[src/rtl/div_freq_prog.sv]
// Run-time programmable clock divider with period-boundary config reload.
// clk_out_o is H cycles high then N-H cycles low; tick_o marks each period start.
// Optional build macro: ODD_50_EN -- exact 50% duty for odd N using a negedge retime stage.
module div_freq_prog #(
  parameter int unsigned CNT_W        = 26,
  parameter int unsigned DIV_DEFAULT  = 100,
  parameter int unsigned HIGH_DEFAULT = 50
) (
  input  logic             clk_i,
  input  logic             rst_ni,
  input  logic             en_i,
  input  logic [CNT_W-1:0] div_n_i,
  input  logic [CNT_W-1:0] div_high_i,
  input  logic             cfg_valid_i,
  output logic             cfg_ready_o,
  output logic             cfg_err_o,
  output logic             clk_out_o,
  output logic             tick_o
);

  localparam logic [CNT_W-1:0] NDefault = CNT_W'(DIV_DEFAULT);
  localparam logic [CNT_W-1:0] HDefault = CNT_W'(HIGH_DEFAULT);
  localparam logic [CNT_W-1:0] One      = CNT_W'(1);
  localparam logic [CNT_W-1:0] Two      = CNT_W'(2);

  logic [CNT_W-1:0] cnt_q, cnt_d;
  logic [CNT_W-1:0] n_q, n_d;
  logic [CNT_W-1:0] h_q, h_d;
  logic [CNT_W-1:0] pend_n_q, pend_n_d;
  logic [CNT_W-1:0] pend_h_q, pend_h_d;
  logic             pend_q, pend_d;
  logic             err_q, err_d;
  logic             pos_q, pos_d;

  logic cfg_xfer;
  logic cfg_legal;
  logic at_end;

  assign cfg_xfer  = cfg_valid_i && !pend_q;
  assign cfg_legal = (div_n_i >= Two) && (div_high_i >= One) && (div_high_i < div_n_i);
  // cnt_q never exceeds n_q - 1, so this compare is the only wrap condition needed.
  assign at_end    = (cnt_q == (n_q - One));

  // Next-state: config capture, period counting and boundary reload.
  always_comb begin
    cnt_d    = cnt_q;
    n_d      = n_q;
    h_d      = h_q;
    pend_d   = pend_q;
    pend_n_d = pend_n_q;
    pend_h_d = pend_h_q;
    err_d    = 1'b0;
    pos_d    = pos_q;

    // Transfer and apply are mutually exclusive: transfer needs pend_q=0, apply needs pend_q=1.
    if (cfg_xfer) begin
      if (cfg_legal) begin
        pend_d   = 1'b1;
        pend_n_d = div_n_i;
        pend_h_d = div_high_i;
      end else begin
        err_d = 1'b1;
      end
    end

    if (en_i) begin
      if (at_end) begin
        cnt_d = '0;
        if (pend_q) begin
          n_d    = pend_n_q;
          h_d    = pend_h_q;
          pend_d = 1'b0;
        end
      end else begin
        cnt_d = cnt_q + One;
      end
`ifdef ODD_50_EN
      // (N>>1)+1 equals (N+1)/2 for odd N without needing a carry bit.
      if (n_d[0]) begin
        pos_d = (cnt_d < ((n_d >> 1) + One));
      end else begin
        pos_d = (cnt_d < h_d);
      end
`else
      pos_d = (cnt_d < h_d);
`endif
    end
  end

  // State registers, all reset asynchronously to the default ratio.
  always_ff @(posedge clk_i or negedge rst_ni) begin
    if (!rst_ni) begin
      cnt_q    <= '0;
      n_q      <= NDefault;
      h_q      <= HDefault;
      pend_q   <= 1'b0;
      pend_n_q <= '0;
      pend_h_q <= '0;
      err_q    <= 1'b0;
      pos_q    <= 1'b1;
    end else begin
      cnt_q    <= cnt_d;
      n_q      <= n_d;
      h_q      <= h_d;
      pend_q   <= pend_d;
      pend_n_q <= pend_n_d;
      pend_h_q <= pend_h_d;
      err_q    <= err_d;
      pos_q    <= pos_d;
    end
  end

`ifdef ODD_50_EN
  logic neg_q;

  // Half-cycle retime of the high phase; ANDed in for odd N to trim half a cycle.
  always_ff @(negedge clk_i or negedge rst_ni) begin
    if (!rst_ni) begin
      neg_q <= 1'b1;
    end else begin
      neg_q <= pos_q;
    end
  end

  assign clk_out_o = n_q[0] ? (pos_q & neg_q) : pos_q;
`else
  assign clk_out_o = pos_q;
`endif

  assign cfg_ready_o = !pend_q;
  assign cfg_err_o   = err_q;
  // Reset gate keeps tick low while rst_ni is asserted even though cnt_q is 0.
  assign tick_o      = rst_ni & en_i & (cnt_q == '0);

endmodule

[config.mk]
export PLATFORM = sky130hd
export DESIGN_NAME = div_freq_prog
export DESIGN_NICKNAME = d
export VERILOG_FILES = /design/src/rtl/div_freq_prog.sv
export SDC_FILE = /design/constraint.sdc
export NUM_CORES = 1
export LEC_CHECK = 0
export BUFFER_PORTS_ARGS = -buffer_cell sky130_fd_sc_hd__buf_2
export CAP_MARGIN = 20
export CORE_UTILIZATION = 60
export DETAILED_ROUTE_END_ITERATION = 12
export PLACE_DENSITY_LB_ADDON = 0.1
export SETUP_SLACK_MARGIN = 0.3
export SLEW_MARGIN = 0
export SYNTH_ARGS = -nofsm -noshare
export SYNTH_HDL_FRONTEND = slang
export SYNTH_SLANG_ARGS = --single-unit
export TNS_END_PERCENT = 10
[constraint.sdc]
create_clock -name clk_i -period 13.8 [get_ports clk_i]
set_input_delay 4.14 -clock clk_i [delete_from_list [all_inputs] [get_ports clk_i]]
set_output_delay 4.14 -clock clk_i [all_outputs]
set_load 0.005 [all_outputs]
# == Word-level counts from Yosys, hierarchy flattened ==
# Index checks and enable logic that the tools add are counted.
# totals
register_bits,133
input_bits,56
out_inout_bits,4
word_cells,36
# classes
addsub,2
magnitude_cmp,4
eq_ne,1
mux,12
bitwise,2
reduce_logical,7
# op_table
operator,count
$mux 26,5
$lt 26x26->1,2
$add 26x1->26 const B,1
$eq 26x26->1,1
$ge 26x1->1 const B,1
$ge 26x2->1 const B,1
$logic_not 26->1,1
$sub 26x1->26 const B,1
$mux 1,7
$logic_and 1x1->1,3
$reduce_and 3->1,1
$and 1x1->1,2
$reduce_and 2->1,1
$logic_not 1->1,1

# == Depth between registers and ports, before layout ==
# Gate-level depths: netlist of the first run.
# depth
ltp_word,8
mapped_depth,21
ltp_nobuf,18

# == Worst setup path before layout of the first run ==
# OpenSTA, ideal clock, no wires.
# synth_timing
kind,input port to output port
startpoint,in en_i
endpoint,out tick_o
t_arrival_ns,4.994
required_time_ns,9.660
setup_slack_ns,4.666
cell_stages,6
path_buffers,2
cell_sequence,buf_2 > inv_1 > clkbuf_1 > nor4_1 > nand4_1 > nor2_1
# synth_via
elab_chain_cells,2
# synth_rtl
element,line_no,text
start: declaration,11,"input logic en_i,"
$and 1x1->1 (2 in a row),133,assign tick_o = rst_ni & en_i & (cnt_q == '0);
end: declaration,18,output logic tick_o
# Every way passes these cells.

# == Worst setup path in the final report of the first run ==
# Ends and elaborated chain as after synthesis.

==> flow_summary.yaml, run 1 <==
critical_path:
  cp_num_buf_inv: 3
  critPathTopFamily: "buffers and inverters"
  crit_type: "in2out"
  cp.arrival_ns: 5.76
  cp-start-kind: "input pin"
  endpoint_kind: "primary output"
  slowest_delay_ns: 0.49
  slowest_stage: "buf_2"
  cpMostUsedCell: "buf_2"
  cp_max_fo: 27
  required_ns: 9.66
  worstPathCellList: "buf_2 -> inv_1 -> nor4_1 -> nand4_1 -> nor2_1 -> buf_2"
clock_tree:
  ctsHoldBuffers: 0
  cts_buffers: 17
  cts_setup_buffers: 0
  post_cts_resized: 0
  root_buffer: "clkbuf_16"
  clk_path_buf_depth: 2
  clock-sinks: 133
  clk_pin_slew_ns: 0.06
  htreeDepth: 4
  cts_tree: "built"
  clock_latency_ns: 0.43
logic_synthesis:
  ys_warn_count: 0
  yosysSeqAreaShare: 0.395
  yosys_register_bits: 133
  syn-num-nets: 882
  netlist_instances: 773
  synth-edff-count: 0
  synth_flop_cell: "dfrtp_1"
  postSynthAreaPerCell_um2: 10.9
  ys_types: 65
  synthesis.area_um2: 8460
  async_reset_ff_frac: 1.00
global_routing:
  grt_max_degree: 65
  overflow: 0
  grt_pass1_vias: 6232
  track_usage: 0.324
  grt_pass1_wl_mm: 35.2
  antenna_found_initial: 0
die:
  die_area_um2: 14600
  num_io_pins: 60
  die_w_um: 121
  die_h_um: 121
  rows: 43
  coreArea_um2: 13800
  initial_utilization: 0.612
power_and_ir_drop:
  p_per_area_nw_per_um2: 107
  ir_worst_vdd_uv: 91.0
  power_leakage_nw: 4.71
timing:
  min_period_ns: 9.90
  fmaxAchievable_mhz: 101
  rsz0062_at_grt: "false"
  tns_ns: 0
  setup_viol: 0
  slew_violations: 0
  fin_hold_ws_ns: 0.500
  finalClockSkew_ns: 0.0139
  hold_viol_final: 0
  maxSlewHeadroom: 0.348
  tightest_slew_ns: 0.977
  finalCritPeriodShare: 0.718
layout:
  layout_commonest_cell: "dfrtp_1"
  antenna_cells: 0
  fin_util: 0.682
  final_nets: 923
  area_growth_pct: 11.5
  final_cell_mix: "dfrtp_1, mux2_2, buf_2"
  drive_above_1_share: 0.284
  fin_area_um2: 9430
drt:
  first_pass_iters: 5
  wire_per_inst_um: 21.8
  routed_via_density: 6.34
  drt_iter0_drc: 522
  drcViolationCount: 0
  vias: 6389
  drtAntennaViolNets: 0
  wl_mm: 22.0
place:
  dp_hpwl_mm: 16.6
  placed_cell_area_um2: 8820
  place.gp.congestion: 0.936
  io_buffers: 59
run_status:
  outcome: "finished, final reports clean"
worst_hold_path:
  hp-class: "reg2reg"
job:
  max_cap_violations: 0
## layer usage
metal  GRT usage  vias to the layer above  part of all wire
li1            -                     2929                 -
met1       0.455                     3175              0.46
met2       0.501                      242              0.46
met3      0.0637                       43             0.056
met4       0.112                        0             0.025
met5           0                        -                 0
## cell type report
type / count / area [um2]
Tap cell: 180 / 225
Multi-Input combinational cell: 560 / 4780
Clock inverter: 15 / 179
Clock buffer: 17 / 425
Fill cell: 1036 / 4400
Timing Repair Buffer: 64 / 335
Sequential cell: 133 / 3340
Inverter: 38 / 143
## registers in the layout, summed over array words and instances (netlist names)
signal	flops
clk_out_o	1
pend_n_q	26
cfg_err_o	1
cnt_q	26
h_q	26
pend_q	1
pend_h_q	26
n_q	26
## logic make-up (layout without fill, tap and decap cells)
kind of cell | count (synthesis) | count (layout) | share of synthesized area
AND/OR/NAND/NOR | 212 | 212 | 0.140
multiplexers | 154 | 154 | 0.221
flip-flops | 133 | 133 | 0.395
AO/OA/AOI/OAI | 90 | 90 | 0.0724
buffers and inverters | 80 | 134 | 0.0413
adder cells (fa/ha/maj) | 53 | 53 | 0.0784
XOR/XNOR | 51 | 51 | 0.0528
## synthesized netlist by cell type (all sizes together) (3+ instances only)
| cell type | count | area share |
|---|---|---|
| dfrtp | 126 | 0.37 |
| mux2 | 126 | 0.19 |
| ha | 53 | 0.078 |
| nor2 | 53 | 0.024 |
| inv | 38 | 0.017 |
| clkbuf | 29 | 0.013 |
| mux2i | 28 | 0.033 |
| xnor2 | 26 | 0.027 |
| xor2 | 25 | 0.026 |
| nor4 | 24 | 0.020 |
| nand4 | 21 | 0.016 |
| nand2 | 20 | 0.0098 |
| nor3 | 20 | 0.012 |
| nand3 | 19 | 0.011 |
| o21ai | 19 | 0.011 |
| a21o | 18 | 0.016 |
| a21oi | 15 | 0.0089 |
| buf | 13 | 0.012 |
| or4 | 13 | 0.012 |
| or3 | 11 | 0.0087 |
| dfstp | 7 | 0.022 |
| nor2b | 7 | 0.0052 |
| a31oi | 6 | 0.0044 |
| nor4b | 6 | 0.0062 |
| and3 | 4 | 0.0030 |
| and4 | 4 | 0.0041 |
| o211ai | 4 | 0.0036 |
| o31ai | 4 | 0.0036 |
| o21a | 3 | 0.0027 |
| or2 | 3 | 0.0022 |
## power by group
group / total (W) / internal [W] / switching (W)
clock network: 0.000452 / 0.000246 / 0.000206
logic: 0.000133 / 0.0000604 / 0.0000726
registers: 0.000423 / 0.000398 / 0.0000251
total: 0.00101 / 0.000705 / 0.000303
## stage by stage
step	worst slack [ns]	std cells	power (W)
6_report	3.90	1007	0.00101
5_1_grt	3.83	1007	0.00105
4_1_cts	3.92	1007	0.00101
3_5_place_dp	3.93	975	0.000560
3_3_place_gp	4.07	975	0.000554
2_1_floorplan	4.67	773	0.000507
## worst paths after layout
| path | startpoint | to | slack (ns) | cells after the start |
|---|---|---|---|---|
| setup reg to reg | n_q[4] | clk_out_o | 8.29 | 16 |
| min in group asynchronous | rst_ni | n_q[21] | 3.60 | 1 |
| hold reg to reg | pend_n_q[4] | n_q[4] | 0.50 | 1 |
| hold / removal | pend_n_q[4] | n_q[4] | 0.50 | 1 |
| setup / recovery | en_i | tick_o | 3.90 | 6 |
| max in group asynchronous | rst_ni | n_q[1] | 8.45 | 3 |
(Power assumes the default switching activity.)
==> run 2: changes to the inputs <==
- clock period: 13.8 -> 9.6 ns (I/O delays scaled with it)
==> flow_summary.yaml, run 2 (synthesis results as in run 1) <==
power_and_ir_drop:
  pwr-share-seq: 0.426
  power.switching_w: 0.000397
  combPwrFrac: 0.134
  pwr-share-clk: 0.440
  netSwitchingFraction: 0.278
  ir_worst_vdd_uv: 117
  power_w: 0.00143
  power_leakage_nw: 4.69
  p_per_area_nw_per_um2: 152
  power.internal_w: 0.00103
layout:
  fin_util: 0.679
  final_cell_mix: "dfrtp_1, mux2_2, buf_2"
  antenna_cells: 0
  area_growth_pct: 11.0
  layout_commonest_cell: "dfrtp_1"
  drive_above_1_share: 0.283
  final_nets: 922
  fin_area_um2: 9390
timing:
  finalClockSkew_ns: 0.00899
  fmaxAchievable_mhz: 138
  min_period_ns: 7.25
  tightest_slew_ns: 0.976
  finalCritPeriodShare: 0.755
  hold_viol_final: 0
  setup_viol: 0
  fin_hold_ws_ns: 0.478
  maxSlewHeadroom: 0.349
  tns_ns: 0
  slew_violations: 0
  rsz0062_at_grt: "false"
drt:
  drcViolationCount: 0
  drtAntennaViolNets: 0
  wl_mm: 21.5
  routed_via_density: 6.24
  first_pass_iters: 5
  drt_iter0_drc: 496
  wire_per_inst_um: 21.4
  vias: 6280
place:
  dp_hpwl_mm: 16.3
  place.gp.congestion: 0.924
  placed_cell_area_um2: 8810
  io_buffers: 59
critical_path:
  endpoint_kind: "primary output"
  cp-start-kind: "input pin"
  cp_max_fo: 27
  cp.arrival_ns: 4.37
  required_ns: 6.72
  crit_type: "in2out"
clock_tree:
  clk_pin_slew_ns: 0.06
  ctsHoldBuffers: 0
  clk_path_buf_depth: 2
  cts_setup_buffers: 0
  cts_tree: "built"
  htreeDepth: 4
  cts_buffers: 17
  clock-sinks: 133
  root_buffer: "clkbuf_16"
  clock_latency_ns: 0.42
  post_cts_resized: 0
die:
  die_w_um: 121
  die_area_um2: 14600
  rows: 43
  coreArea_um2: 13800
  num_io_pins: 60
  die_h_um: 121
  initial_utilization: 0.612
global_routing:
  antenna_found_initial: 0
  grt_pass1_wl_mm: 34.3
  grt_pass1_vias: 6136
  grt_max_degree: 76
  track_usage: 0.316
  overflow: 0
run_status:
  outcome: "finished, final reports clean"
worst_hold_path:
  hp-class: "reg2reg"
job:
  max_cap_violations: 0
## run 2: power groups by stage
stage | Combinational, W | Sequential (W) | Clock (W)
final | 0.000192 | 0.000609 | 0.000629
after global routing | 0.000213 | 0.000612 | 0.000662
after CTS | 0.000189 | 0.000608 | 0.000638
after detailed placement | 0.000188 | 0.000619 | 0
after global placement | 0.000178 | 0.000617 | 0
after floorplan | 0.000137 | 0.000592 | 0
## run 2: layout make-up
type | count | area, um2
Timing Repair Buffer | 63 | 328
Multi-Input combinational cell | 560 | 4780
Clock inverter | 13 | 121
Fill cell | 1026 | 4440
Sequential cell | 133 | 3340
Clock buffer | 19 | 453
Tap cell | 180 | 225
Inverter | 38 | 143
## run 2: worst paths after layout
kind	startpoint	depth (start not counted)	endpoint	slack [ns]
worst max register to register	n_q[7]	16	clk_out_o	4.10
min in group asynchronous	rst_ni	1	n_q[21]	2.51
max in group asynchronous	rst_ni	2	pend_n_q[6]	5.62
worst min-delay path	pend_n_q[14]	1	n_q[14]	0.48
worst min register to register	pend_n_q[14]	1	n_q[14]	0.48
worst max-delay path	en_i	6	tick_o	2.35
## run 2: critical path, cell delays in order
cell	delay (ns)
buf_2	0.47
inv_1	0.36
nor4_1	0.25
nand4_1	0.13
nor2_1	0.15
buf_2	0.13
## run 2: through the flow
stage	instances	setup WS (ns)
final	1006	2.35
after global routing	1006	2.18
after CTS	1006	2.35
after detailed placement	974	2.36
after global placement	974	2.39
after floorplan	773	2.99
## run 2: metal layers
metal / routed length [um] / GRT usage
met3: 867 / 0.0387
met2: 10000 / 0.489
met5: 0 / 0
met1: 10100 / 0.452
met4: 533 / 0.122
==> run 3: changes to the inputs <==
- CORE_UTILIZATION: 60 -> 55
- clock period: 9.6 -> 6.25 ns (I/O delays scaled with it)
==> flow_summary.yaml, run 3 (synthesis results as in run 1) <==
drt:
  wire_per_inst_um: 22.3
  drtAntennaViolNets: 0
  wl_mm: 22.5
  first_pass_iters: 5
  drcViolationCount: 0
  routed_via_density: 6.24
  vias: 6307
  drt_iter0_drc: 527
timing:
  finalClockSkew_ns: 0.0103
  tns_ns: 0
  hold_viol_final: 0
  rsz0062_at_grt: "false"
  slew_violations: 0
  finalCritPeriodShare: 0.830
  maxSlewHeadroom: 0.344
  setup_viol: 0
  min_period_ns: 5.19
  fmaxAchievable_mhz: 193
  tightest_slew_ns: 0.984
die:
  coreArea_um2: 14800
  num_io_pins: 60
  die_h_um: 126
  die_w_um: 126
  die_area_um2: 15900
  initial_utilization: 0.573
  rows: 44
clock_tree:
  cts_tree: "built"
  root_buffer: "clkbuf_16"
  htreeDepth: 4
  ctsHoldBuffers: 0
  clk_path_buf_depth: 2
  cts_setup_buffers: 0
  clk_pin_slew_ns: 0.07
  clock_latency_ns: 0.43
  cts_buffers: 17
  post_cts_resized: 0
  clock-sinks: 133
critical_path:
  cp_max_fo: 27
  endpoint_kind: "register"
  r2r_start: "n_q[7]"
  required_ns: 6.61
  crit_type: "reg2reg"
  r2r.worst_path.cells: 16
  cp.arrival_ns: 5.55
  r2r_slack_ns: 1.06
  r2r-end: "clk_out_o"
  cp-start-kind: "register"
place:
  place.gp.congestion: 0.917
  dp_hpwl_mm: 16.9
  io_buffers: 59
  dp_cells: 979
layout:
  layout_commonest_cell: "dfrtp_1"
  final.fill_count: 1233
  drive_above_1_share: 0.284
  seqCellArea_um2: 3340
  multi_input_area_um2: 4780
  antenna_cells: 0
  fin_cells: 1011
  final_nets: 923
  area_growth_pct: 11.5
  final_cell_mix: "dfrtp_1, mux2_2, buf_2"
global_routing:
  grt_max_degree: 79
  antenna_found_initial: 0
  track_usage: 0.303
  overflow: 0
  grt_pass1_wl_mm: 35.7
  grt_pass1_vias: 6260
power_and_ir_drop:
  p_per_area_nw_per_um2: 238
  ir_worst_vdd_uv: 194
  power_w: 0.00225
  power_leakage_nw: 4.70
worst_hold_path:
  hold_depth: 1
  hp-class: "reg2reg"
  hold_start: "h_q[9]"
  hold_end: "h_q[9]"
run_status:
  outcome: "finished, final reports clean"
job:
  max_cap_violations: 0
-- run 3: cell count changes in the layout (fill, tap and decap cells not counted) --
cell and delta:
clkinv_8 +1, inv_8 +6, clkinv_2 -3, clkinv_4 -3
buf_6 +1, clkbuf_8 -2, inv_6 +1
-- run 3: cell type report --
| type | count | area share |
|---|---|---|
| flip-flops and latches | 133 | 0.354 |
| well taps | 184 | 0.0244 |
| clock inverters | 15 | 0.0183 |
| clock buffers | 17 | 0.0451 |
| repair buffers | 64 | 0.0360 |
| inverters | 38 | 0.0151 |
| multi-input cells | 560 | 0.507 |
-- run 3: routing by layer --
| metal | share of wire | up-vias | GRT usage |
|---|---|---|---|
| met5 | 0 | - | 0 |
| met4 | 0.031 | 0 | 0.123 |
| met3 | 0.047 | 48 | 0.0569 |
| met2 | 0.45 | 194 | 0.461 |
| met1 | 0.48 | 3136 | 0.427 |
| li1 | - | 2929 | - |
-- run 3: how the worst max path moves through the flow --
stage                     end  startpoint
floorplan           clk_out_o     n_q[13]
finish              clk_out_o      n_q[7]
global route        clk_out_o      n_q[4]
global placement    clk_out_o      n_q[7]
CTS                 clk_out_o      n_q[4]
detailed placement  clk_out_o      n_q[4]
-- run 3: report_power, final --
part | internal (W) | total (W) | switching [W]
registers | 0.000880 | 0.000941 | 0.0000612
logic | 0.000133 | 0.000285 | 0.000152
clock network | 0.000572 | 0.00102 | 0.000447
-- run 3: worst max-delay path, stage by stage, from the launching register on --
cell,delay [ns]
dfrtp_1,0.45
or3_4,0.44
or4_1,0.67
o41a_1,0.36
nor4b_1,0.29
nand4_1,0.24
nor4_2,0.36
buf_4,0.48
mux2i_1,0.15
ha_1,0.23
or4_1,0.50
a221oi_1,0.20
o21ai_0,0.14
o32a_1,0.19
o2111ai_1,0.20
a21oi_1,0.06
a21oi_1,0.14
-- run 3: per-stage QoR --
stage                     hold WS [ns]  setup WS [ns]  area, um2  utilization
after floorplan                  0.454           1.52       8460            -
after CTS                        0.496           1.09       9430        0.639
after global placement           0.472           1.17       8830        0.599
after global routing             0.526          0.565       9430        0.639
after detailed placement         0.481           1.11       8830        0.599
final                            0.496           1.06       9430        0.639
